--- config.mk ---
export PLATFORM = sky130hd
export DESIGN_NAME = uart_tx_arbiter
export DESIGN_NICKNAME = d
export VERILOG_FILES = /design/src/rtl/uart_tx_arbiter.sv
export SDC_FILE = /design/constraint.sdc
export NUM_CORES = 1
export LEC_CHECK = 0
export ABC_AREA = 0
export CAP_MARGIN = 20
export CORE_ASPECT_RATIO = 1.2
export CORE_MARGIN = 5
export CORE_UTILIZATION = 68
export DETAILED_ROUTE_END_ITERATION = 8
export DONT_BUFFER_PORTS = 1
export HOLD_SLACK_MARGIN = 0.15
export MAX_ROUTING_LAYER = met4
export PLACE_DENSITY = 0.84
export SYNTH_ARGS = -nofsm -noshare
export SYNTH_HDL_FRONTEND = slang
export SYNTH_SLANG_ARGS = --single-unit
--- constraint.sdc ---
create_clock -name clk -period 3.25 [get_ports clk]
set_input_delay 0.4875 -clock clk [delete_from_list [all_inputs] [get_ports clk]]
set_output_delay 0.4875 -clock clk [all_outputs]
set_load 0.05 [all_outputs]
--- src/rtl/uart_tx_arbiter.sv ---
// rtl/uart_tx_arbiter.sv - round-robin arbiter sharing one UART transmitter among N requesters
module uart_tx_arbiter #(
  parameter int N       = 4,
  parameter int DBIT    = 8,
  parameter int TIMEOUT = 1000000,
  localparam int OW     = (N > 1) ? $clog2(N) : 1,
  localparam int CW     = 20
) (
  input  logic              clk,
  input  logic              reset,
  input  logic [N-1:0]      req,
  input  logic [N*DBIT-1:0] din_bus,
  output logic [N-1:0]      grant,
  output logic [N-1:0]      ack,
  output logic              err,
  output logic [OW-1:0]     owner,
  output logic              busy,
  output logic              tx_start,
  output logic [DBIT-1:0]   tx_din,
  input  logic              tx_done_tick
);

  typedef enum logic [1:0] {
    IDLE  = 2'd0,
    ISSUE = 2'd1,
    WAIT  = 2'd2,
    ACK   = 2'd3
  } state_t;

  state_t          state, state_d;
  logic [OW-1:0]   last, last_d;
  logic [CW-1:0]   cnt, cnt_d;
  logic [N-1:0]    grant_d, ack_d;
  logic            err_d, start_d;
  logic [OW-1:0]   owner_d;
  logic [DBIT-1:0] din_d;

  logic [OW-1:0]   pick;
  logic            found;
  logic [OW:0]     idx;

  // Round-robin search: first set req bit starting just after the last owner
  always_comb begin
    pick  = '0;
    found = 1'b0;
    idx   = '0;
    for (int i = 1; i <= N; i++) begin
      idx = {1'b0, last} + (OW+1)'(i);
      if (idx >= (OW+1)'(N)) idx = idx - (OW+1)'(N);
      if (!found && req[idx[OW-1:0]]) begin
        found = 1'b1;
        pick  = idx[OW-1:0];
      end
    end
  end

  // Next-state and next-output logic; every output is registered below
  always_comb begin
    state_d = state;
    last_d  = last;
    cnt_d   = cnt;
    grant_d = grant;
    ack_d   = '0;
    err_d   = 1'b0;
    start_d = 1'b0;
    owner_d = owner;
    din_d   = tx_din;
    case (state)
      IDLE: begin
        if (found) begin
          state_d = ISSUE;
          grant_d = {{(N-1){1'b0}}, 1'b1} << pick;
          owner_d = pick;
          din_d   = din_bus[int'(pick)*DBIT +: DBIT];
          start_d = 1'b1;
        end
      end
      ISSUE: begin
        state_d = WAIT;
        cnt_d   = '0;
      end
      WAIT: begin
        // completion wins over a simultaneous timeout expiry
        if (tx_done_tick) begin
          state_d = ACK;
          last_d  = owner;
          ack_d   = {{(N-1){1'b0}}, 1'b1} << owner;
        end else if (cnt == CW'(TIMEOUT - 1)) begin
          state_d = IDLE;
          last_d  = owner;
          err_d   = 1'b1;
          grant_d = '0;
        end else begin
          cnt_d = cnt + 1'b1;
        end
      end
      ACK: begin
        state_d = IDLE;
        grant_d = '0;
      end
      default: state_d = IDLE;
    endcase
  end

  // State and output registers; reset makes requester 0 first in line
  always_ff @(posedge clk or posedge reset) begin
    if (reset) begin
      state    <= IDLE;
      last     <= OW'(N - 1);
      cnt      <= '0;
      grant    <= '0;
      ack      <= '0;
      err      <= 1'b0;
      tx_start <= 1'b0;
      owner    <= '0;
      tx_din   <= '0;
      busy     <= 1'b0;
    end else begin
      state    <= state_d;
      last     <= last_d;
      cnt      <= cnt_d;
      grant    <= grant_d;
      ack      <= ack_d;
      err      <= err_d;
      tx_start <= start_d;
      owner    <= owner_d;
      tx_din   <= din_d;
      busy     <= (state_d != IDLE);
    end
  end

endmodule

Word level (Yosys, flattened, before mapping)
Cells that the tools add are included.
{"block": "op_classes", "reduce_logical": 15, "n_lt_le_gt_ge": 8, "shifts": 3, "eq_ne": 8, "add_sub_neg": 9, "n_mux": 40}
{"operator": "20-bit two-way mux", "count": 2}
{"operator": "20-bit case mux with 2 select lines", "count": 1}
{"operator": "32-bit by 6-bit indexed part select with 8-bit output", "count": 1}
{"operator": "2-bit two-way mux", "count": 13}
{"operator": "20-bit by 1-bit adder with 20-bit output, second input constant", "count": 1}
{"operator": "20-bit == test, second input constant", "count": 1}
{"operator": "4-bit two-way mux", "count": 5}
{"operator": "1-bit two-way mux", "count": 13}
{"operator": "3-bit >= comparator, second input constant", "count": 4}
{"operator": "2-bit by 3-bit less-than comparator with 1-bit output, second input constant", "count": 4}
{"operator": "4-bit case mux with 3 select lines", "count": 1}
{"operator": "1-bit binary-select mux with 2-bit select", "count": 4}
{"operator": "2-bit inequality test, second input constant", "count": 4}
{"operator": "2-bit case mux with 4 select lines", "count": 1}
{"operator": "1-bit by 2-bit left shift with 4-bit output, first input constant", "count": 2}
{"operator": "2-bit by 1-bit subtractor with 2-bit output, second input constant", "count": 4}
{"operator": "2-bit by 2-bit adder with 3-bit output, second input constant", "count": 2}
{"operator": "2-bit nonzero test", "count": 3}
{"operator": "2-bit == test, second input constant", "count": 2}
{"operator": "2-bit AND reduction", "count": 2}
{"operator": "4-bit AND reduction", "count": 1}
{"operator": "2-bit by 1-bit adder with 3-bit output, second input constant", "count": 1}
{"operator": "2-bit by 3-bit adder with 3-bit output, second input constant", "count": 1}
{"operator": "1-bit logical AND", "count": 3}
{"operator": "5 further kinds", "count": 7}
{"block": "word_totals", "in_bits": 39, "reg_bits": 45, "elab_cells": 93, "out_inout_bits": 21}

Depth between registers and ports, before layout
Gate-level depths: netlist (run 1).
{"block": "depth", "ltp_word": 18, "mapped_depth": 8, "depth_no_buf": 6}

Worst setup path after synthesis (run 1)
No wires, ideal clock.
{"block": "synth_timing", "kind": "flip-flop to flip-flop", "start": "reg last[1]", "end": "reg tx_din[6]", "t_required_ps": 3110, "setup_ps": 140, "path_slack_ps": 1340, "path_buffers": 1, "arrival_time_ps": 1770, "stages_incl_launch_ff": 7, "synth_period_minus_slack_ps": 1910, "path_cell_list": "dfstp_2 -> buf_2 -> mux2i_1 -> a2bb2oi_1 -> nand2_1 -> a2111oi_0 -> a211oi_1"}
{"block": "synth_via", "elab_chain_len": 16, "word_cells_on_any_way": 40, "cone_classes": "add/sub (8); order compare (4); shift (1); mux (20); reduce/logical (7)"}
{"element": "start: declaration", "line_no": "31", "source": "logic [OW-1:0] last, last_d;"}
{"element": "start signal: assignment", "line_no": "109", "source": "last <= OW'(N - 1);"}
{"element": "start signal: assignment", "line_no": "120", "source": "last <= last_d;"}
{"element": "2-bit by 1-bit adder with 3-bit output", "line_no": "48", "source": "idx = {1'b0, last} + (OW+1)'(i);"}
{"element": "3-bit >= comparator / 2-bit by 1-bit subtractor with 2-bit output (equally long branches)", "line_no": "49", "source": "if (idx >= (OW+1)'(N)) idx = idx - (OW+1)'(N);"}
{"element": "2-bit two-way mux", "line_no": "49"}
{"element": "1-bit binary-select mux with 2-bit select", "line_no": "50", "source": "if (!found && req[idx[OW-1:0]]) begin"}
{"element": "1-bit two-way mux (implied by the code)", "line_no": "50"}
{"element": "1-bit two-way mux", "line_no": "50"}
{"element": "1-bit zero test", "line_no": "50"}
{"element": "1-bit logical AND", "line_no": "50"}
{"element": "1-bit two-way mux", "line_no": "50"}
{"element": "1-bit zero test", "line_no": "50"}
{"element": "1-bit logical AND", "line_no": "50"}
{"element": "1-bit two-way mux", "line_no": "50"}
{"element": "1-bit zero test", "line_no": "50"}
{"element": "1-bit logical AND", "line_no": "50"}
{"element": "2-bit two-way mux / 1-bit two-way mux (equally long branches)", "line_no": "50"}
{"element": "32-bit by 6-bit indexed part select with 8-bit output / 2-bit AND reduction (equally long branches)"}
{"element": "end signal: assignment", "line_no": "127", "source": "tx_din <= din_d;"}
{"element": "end: declaration", "line_no": "19", "source": "output logic [DBIT-1:0] tx_din,"}
Several ways; a longest one is shown, not always the timed one. The select of a mux whose other input is x is not followed.
A chain may end at the register's enable or synchronous reset.

Worst setup path after layout (run 1)
Same ends and word-level chain as after synthesis.

==> results of run 1 <==
[synthesized netlist by cell type, types with 5 or more instances]
cell | number | share of area [%]
sky130_fd_sc_hd__nor3_1 | 5 | 0.99
sky130_fd_sc_hd__or3_1 | 6 | 1.5
sky130_fd_sc_hd__nand2b_1 | 5 | 1.2
sky130_fd_sc_hd__a21oi_1 | 9 | 1.8
sky130_fd_sc_hd__nor2b_1 | 5 | 1.2
sky130_fd_sc_hd__xor2_1 | 9 | 3.1
sky130_fd_sc_hd__nor3b_1 | 9 | 2.7
sky130_fd_sc_hd__nor2_1 | 18 | 2.7
sky130_fd_sc_hd__nand2_1 | 13 | 1.9
sky130_fd_sc_hd__nand3_1 | 16 | 3.2
sky130_fd_sc_hd__nor4_1 | 8 | 2.0
sky130_fd_sc_hd__dfrtp_1 | 43 | 42
sky130_fd_sc_hd__o21ai_1 | 7 | 1.4
sky130_fd_sc_hd__mux2i_1 | 9 | 3.6
sky130_fd_sc_hd__o21ai_0 | 11 | 2.2
sky130_fd_sc_hd__a221oi_1 | 7 | 2.4
[registers in the layout, summed over array words and instances (netlist names)]
name,count
tx_start,1
last,2
owner,2
cnt,20
busy,1
tx_din,8
err,1
grant,4
state,2
ack,4
[worst register-to-register path: stages (launching register included)]
cell and delay (ns):
sky130_fd_sc_hd__dfstp_2 0.63, sky130_fd_sc_hd__mux2i_1 0.34, sky130_fd_sc_hd__a2bb2oi_1 0.22, sky130_fd_sc_hd__nand2_1 0.25, sky130_fd_sc_hd__a2111oi_0 0.59, sky130_fd_sc_hd__a211oi_1 0.10
[cell families after synthesis]
group,Yosys count,share of synthesized area (%)
compound gates,59,17.2
fa+ha+maj,1,0.494
buf+inv,15,3.75
mux,11,4.45
simple gates,113,26.4
flops,45,44.6
xor+xnor,9,3.11
[final timing paths]
kind / startpoint / end / slack (ns) / cells after the start
worst max-delay path: last[1]$_DFFE_PP1P_ / tx_din[6]$_DFFE_PP0P_ / 0.97 / 5
worst min-delay path: reset / cnt[5]$_DFFE_PP0P_ / 0.26 / 1
min in group clk: tx_done_tick / state[1]$_DFF_PP0_ / 0.37 / 2
worst min register to register: cnt[19]$_DFFE_PP0P_ / cnt[19]$_DFFE_PP0P_ / 0.57 / 2
max in group asynchronous: reset / ack[1]$_DFF_PP0_ / 2.43 / 1
worst max register to register: last[1]$_DFFE_PP1P_ / tx_din[6]$_DFFE_PP0P_ / 0.97 / 5
[metrics by stage]
step                      utilization (%)  total power, mW
after global placement               69.3             1.84
after CTS                            73.0             2.35
final                                73.0             2.34
after floorplan                         -             1.75
after detailed placement             69.3             1.85
after global routing                 73.0             2.47
[per-layer routing]
layer / vias up / global-route usage, % / routed length [um]
li1: 928 / - / -
met1: 955 / 27.9 / 2180
met2: 66 / 39.1 / 2820
met3: 4 / 6.14 / 346
met4: 0 / 6.22 / 40
met5: - / - / 0
[area by class of cell]
class / instances / area [sq um] / share of cell area [%]
clock buffer: 5 / 68.8 / 2.62
inverter: 3 / 11.3 / 0.428
clock inverter: 3 / 65.1 / 2.47
sequential: 45 / 1130 / 42.9
multi-input combinational: 193 / 1310 / 49.7
tap: 39 / 48.8 / 1.85
[power by group]
group / leakage [nW] / internal, mW / switching [mW] / total (mW)
clock: 0.0681 / 0.305 / 0.192 / 0.497
sequential: 0.592 / 0.699 / 0.510 / 1.21
combinational: 0.439 / 0.255 / 0.376 / 0.631
[cell usage in the layout (no fill, tap or decap), drive strengths merged, types with 3 or more instances in the layout]
master,count
nor4,8
inv,3
mux2i,9
o21ai,18
clkbuf,5
a21oi,9
nor3,6
dfrtp,43
or3,6
nor2,20
nand2,16
nor3b,9
xor2,9
a221oi,7
a22o,4
and2,4
nand4,5
nand3,17
o211ai,4
nor2b,5
nand2b,5
==> impl_results.md, run 1 <==
- Outcome: finished clean
- Setup TNS: 0 ns
- Sequential-to-total area share from yosys stat: 44.6%
- Worst path arrival time: 2.44 ns
- Proportion of layout cells with a drive suffix above 1: about an eighth
- Count of pins over their slew limit: 0
- Global Route Usage Sum: about a quarter
- Core Footprint: 3600 sq um
- Clock-pin slew on the worst setup and hold paths: 0.09 ns
- Top-level I/O count: 60
- Port buffer count: 0
- Starting Density: 70.3%
- YS warnings: 0
- Dpl ws: 0.933 ns
- Hold bufs inserted after CTS: 0
- Endpoints failing setup: 0
- Antenna violations before repair: 0
- Portion of the clock cycle consumed by the worst path in the final layout: 70.2%
- F_max: 438 MHz
- Setup Fix Bufs, Post-CTS: 0
- Leakage: 1.10 nW
- Final HPWL DP: 3980 um
- Average instance area after synthesis: 10.0 sq um
- Worst hold margin: 0.259 ns
- Count of state elements after synthesis: 45
- Number of max-capacitance violations reported: 0
- Final estimated routing congestion in global placement: between 0.8 and 0.9
- Y dimension of the die: 76.9 um
- Worst Clk Skew: 0.00390 ns
- Number of iterations in the first detailed-routing pass: 5
- H-tree level count: 2
- Number of synthesized flops with an enable pin: 0
- Post-cts sizing count: 0
- Instance count after placement with tap cells included: 280
- Post-layout instance area: roughly 2600 sq um
- Unrepaired setup endpoints after global routing: no
- Nets in the synthesized netlist: 293
- Gate family responsible for the most delay along the worst path: compound AO/OA/AOI/OAI gates
- Number of standard cells in the layout, taps in and fillers out: 288
- Primary FF master, synth: sky130_fd_sc_hd__dfrtp_1
- Post-Synthesis Cells: about 250
- Number of buffers and inverters on the critical path: 0
- Worst max-slew margin expressed relative to the limit: roughly two fifths
- Floorplan row count: 24
- Critical path's largest stage delay: 0.63 ns
- Number of nets in the layout: 288
- Fin crit period: ~2.3 ns
- Worst VDD drop: 0.647 mV
- Total gr overflow: 0
- Worst path required time: 3.41 ns
- Vias: 1953
- Routed length per placed instance: 18.7 um
- Setup ws final: between 0.9 and 1 ns
- Worst hold-check path type: primary input to asynchronous set/reset pin
- Global-route wire length before repair: 9130 um
- Number of design-rule violations left by the first detailed-router iteration: 128
- Die outline width: 65.7 um
- Inserted Diodes: 0
- PD cells: 888 nW/um^2
- Count of cell types in the netlist: between 60 and 70
- Final count of hold timing violations: 0
- Critical path type: flop to flop
- Clock tree from TritonCTS: done
- Vias in the first global route: approximately 2000
- Antenna Violating Nets Remaining: 0
- FFs w/ async S/R, synth: 100%
- Clock Root Buffer: sky130_fd_sc_hd__clkbuf_8
- Pin count of the biggest net entering global routing: 46
- Area delta synth->final: 3.90%
- Clock tree buffer depth: 2
- Sort of element at the start of the critical path: flop
- Slew at the pin closest to its max-slew limit: roughly 0.90 ns
- Cell area after placement: 2500 sq um
- CP max-delay cell: sky130_fd_sc_hd__dfstp_2
- Final WL: 5380 um
- Total Die Area: 5050 sq um
- DRC errors left: 0
- Count of clock tree sinks: 45
- Worst-skew pair later-pin latency: approximately 0.3 ns
- Via count normalized by instance count: 6.78
- Worst Path Max Fanout: 10
- Fillcell total: between 200 and 300
- Number of buffers inserted during clock tree synthesis: 5
- Critical Path Sink Type: flop
- Worst-path cell chain: mux2i_1 -> a2bb2oi_1 -> nand2_1 -> a2111oi_0 -> a211oi_1
- Post-synthesis instance area: around 2500 sq um
Note: power is estimated with default switching activity, not from simulation.
==> inputs of run 2 (changes only) <==
--- a/config.mk
+++ b/config.mk
@@ -9,12 +9,12 @@
 export CAP_MARGIN = 20
 export CORE_ASPECT_RATIO = 1.2
 export CORE_MARGIN = 5
-export CORE_UTILIZATION = 68
+export CORE_UTILIZATION = 57
 export DETAILED_ROUTE_END_ITERATION = 8
 export DONT_BUFFER_PORTS = 1
 export HOLD_SLACK_MARGIN = 0.15
 export MAX_ROUTING_LAYER = met4
-export PLACE_DENSITY = 0.84
+export PLACE_DENSITY = 0.75
 export SYNTH_ARGS = -nofsm -noshare
 export SYNTH_HDL_FRONTEND = slang
 export SYNTH_SLANG_ARGS = --single-unit
==> constraint.sdc (replaced) <==
create_clock -name clk -period 2 [get_ports clk]
set_input_delay 0.3 -clock clk [delete_from_list [all_inputs] [get_ports clk]]
set_output_delay 0.3 -clock clk [all_outputs]
set_load 0.05 [all_outputs]
==> impl_results.md, run 2 (synthesized netlist as in run 1, its figures left out) <==
- Number of buffers inserted during clock tree synthesis: 5
- Cell area after placement: ~2700 sq um
- F_max: 542 MHz
- Number of max-capacitance violations reported: 0
- Clock-pin slew on the worst setup and hold paths: 0.09 ns
- Count of pins over their slew limit: 0
- Total net switching power: roughly 1.8 mW
- Unrepaired setup endpoints after global routing: no
- Switching share of power: 48.4%
- Clock tree buffer depth: 2
- Total power draw: ~3.8 mW
- Y dimension of the die: roughly 83 um
- Number of iterations in the first detailed-routing pass: 4
- Dpl ws: between 0.1 and 0.15 ns
- Final WL: 5890 um
- Worst VDD drop: 0.850 mV
- Worst Clk Skew: 0.0101 ns
- Gate family responsible for the most delay along the worst path: simple AND/OR/NAND/NOR gates
- Critical path launch point: state[0]$_DFF_PP0_
- Total gr overflow: 0
- Starting Density: 59.0%
- Vias in the first global route: 2085
- Count of clock tree sinks: 45
- Hold path start: tx_done_tick
- Global-route wire length before repair: 9740 um
- Pin count of the biggest net entering global routing: 18
- Number of standard cells in the layout, taps in and fillers out: 332
- Worst hold margin: 0.197 ns
- Antenna violations before repair: 0
- Worst hold-check path type: primary input to flop
- Worst Path Max Fanout: 13
- Clock tree from TritonCTS: done
- Share of total power in combinational logic: about 35%
- Largest registers in the final layout: cnt (20), tx_din (8)
- Number of nets in the layout: 315
- Most common library cell in the layout ignoring fill and taps: sky130_fd_sc_hd__dfrtp_1
- Clock Root Buffer: sky130_fd_sc_hd__clkbuf_8
- Core Footprint: 4290 sq um
- Final count of hold timing violations: 0
- Setup TNS: 0 ns
- Inserted Diodes: 0
- Max reg flops: 20
- Worst max-slew margin expressed relative to the limit: 59.2%
- Antenna Violating Nets Remaining: 0
- Register containing the most flip-flops in the final layout: cnt
- Critical path type: flop to flop
- Critical Path Sink Type: flop
- Core utilization of the finished layout: 65.6%
- Portion of the clock cycle consumed by the worst path in the final layout: slightly above 90%
- Worst path required time: between 2 and 2.5 ns
- Number of design-rule violations left by the first detailed-router iteration: 193
- Port buffer count: 0
- Sort of element at the start of the critical path: flop
- Outcome: finished clean
- Die outline width: 70.8 um
- Total Die Area: 5880 sq um
- Final estimated routing congestion in global placement: 0.832
- Fin crit period: ~1.8 ns
- Vias: around 2000
- Slew at the pin closest to its max-slew limit: 0.612 ns
- Post-layout instance area: 2820 sq um
- CP max-delay cell: sky130_fd_sc_hd__or3b_4
- Endpoints failing setup: 0
- Fillcell total: 362
- Worst reg2reg path startpoint: state[0]$_DFF_PP0_
- Setup ws final: 0.154 ns
- H-tree level count: 2
- Critical path's largest stage delay: 0.44 ns
- Top-level I/O count: 60
- Worst-path cell chain: or3b_4 -> nor3_4 -> a2bb2oi_2 -> buf_4 -> or3_1 -> a21oi_1
- Proportion of layout cells with a drive suffix above 1: 22.1%
- Via count normalized by instance count: between 6 and 7
- Commonest cells after routing, fill and taps aside: sky130_fd_sc_hd__dfrtp_1 (43), sky130_fd_sc_hd__buf_4 (26), sky130_fd_sc_hd__nor2_1 (18)
- Floorplan row count: 26
- PD cells: 1350 nW/um^2
- Instance count after placement with tap cells included: 320
- Share of power burned in the clock network: between 10% and 20%
- Number of buffers and inverters on the critical path: 1
- Reg power frac: roughly half
- Leakage: around 1.2 nW
- DRC errors left: 0
- Worst path arrival time: between 2 and 2.5 ns
- Worst-skew pair later-pin latency: ~0.3 ns
- Area delta synth->final: 11.3%
- Routed length per placed instance: 17.7 um
- Global Route Usage Sum: roughly 21%
- Internal: 1.96 mW
- Final HPWL DP: around 4300 um
-- run 2: changes by cell type in the layout (fill, tap and decap cells not counted), sizes merged --
cell         change
dlygate4sd3      +1
clkinv           +1
buf             +26
bufinv           -2
clkinvlp         +1
-- run 2: final timing paths --
| path | endpoint | slack, ns | depth (start not counted) |
|---|---|---|---|
| worst max-delay path | cnt[16]$_DFFE_PP0P_ | 0.15 | 6 |
| worst min-delay path | state[0]$_DFF_PP0_ | 0.20 | 2 |
| worst max register to register | cnt[16]$_DFFE_PP0P_ | 0.15 | 6 |
| worst min register to register | cnt[18]$_DFFE_PP0P_ | 0.56 | 2 |
| max in group asynchronous | last[1]$_DFFE_PP1P_ | 0.98 | 3 |
| min in group asynchronous | cnt[18]$_DFFE_PP0P_ | 0.42 | 2 |
-- run 2: power by group through the flow --
| stage | clock network (mW) | logic [mW] | registers, mW |
|---|---|---|---|
| finish | 0.557 | 1.34 | 1.89 |
| global route | 0.613 | 1.49 | 1.93 |
| floorplan | 0 | 0.993 | 1.85 |
| detailed placement | 0 | 1.29 | 1.92 |
| CTS | 0.570 | 1.30 | 1.90 |
| global placement | 0 | 1.27 | 1.91 |
-- run 2: timing repair --
action                                  CTS  global route
gates resized for setup                   0             2
hold buffers                              1             0
hold endpoints to repair                 14             0
endpoints found under the setup margin    0             3
setup buffers                             0             3
-- run 2: area by class of cell --
cell class                 instances  area (sq um)  area share, %
multi-input combinational        193          1320           46.7
sequential                        45          1130           40.0
timing repair buffer              27           205           7.28
tap                               56          70.1           2.49
clock buffer                       5          68.8           2.44
clock inverter                     3          17.5          0.621
inverter                           3          11.3          0.399
-- run 2: routing by layer --
| layer | track usage [%] | part of all wire, % |
|---|---|---|
| met2 | 34.5 | 51 |
| met5 | - | 0 |
| met4 | 4.79 | 1.1 |
| met3 | 5.19 | 5.4 |
| met1 | 25.1 | 43 |
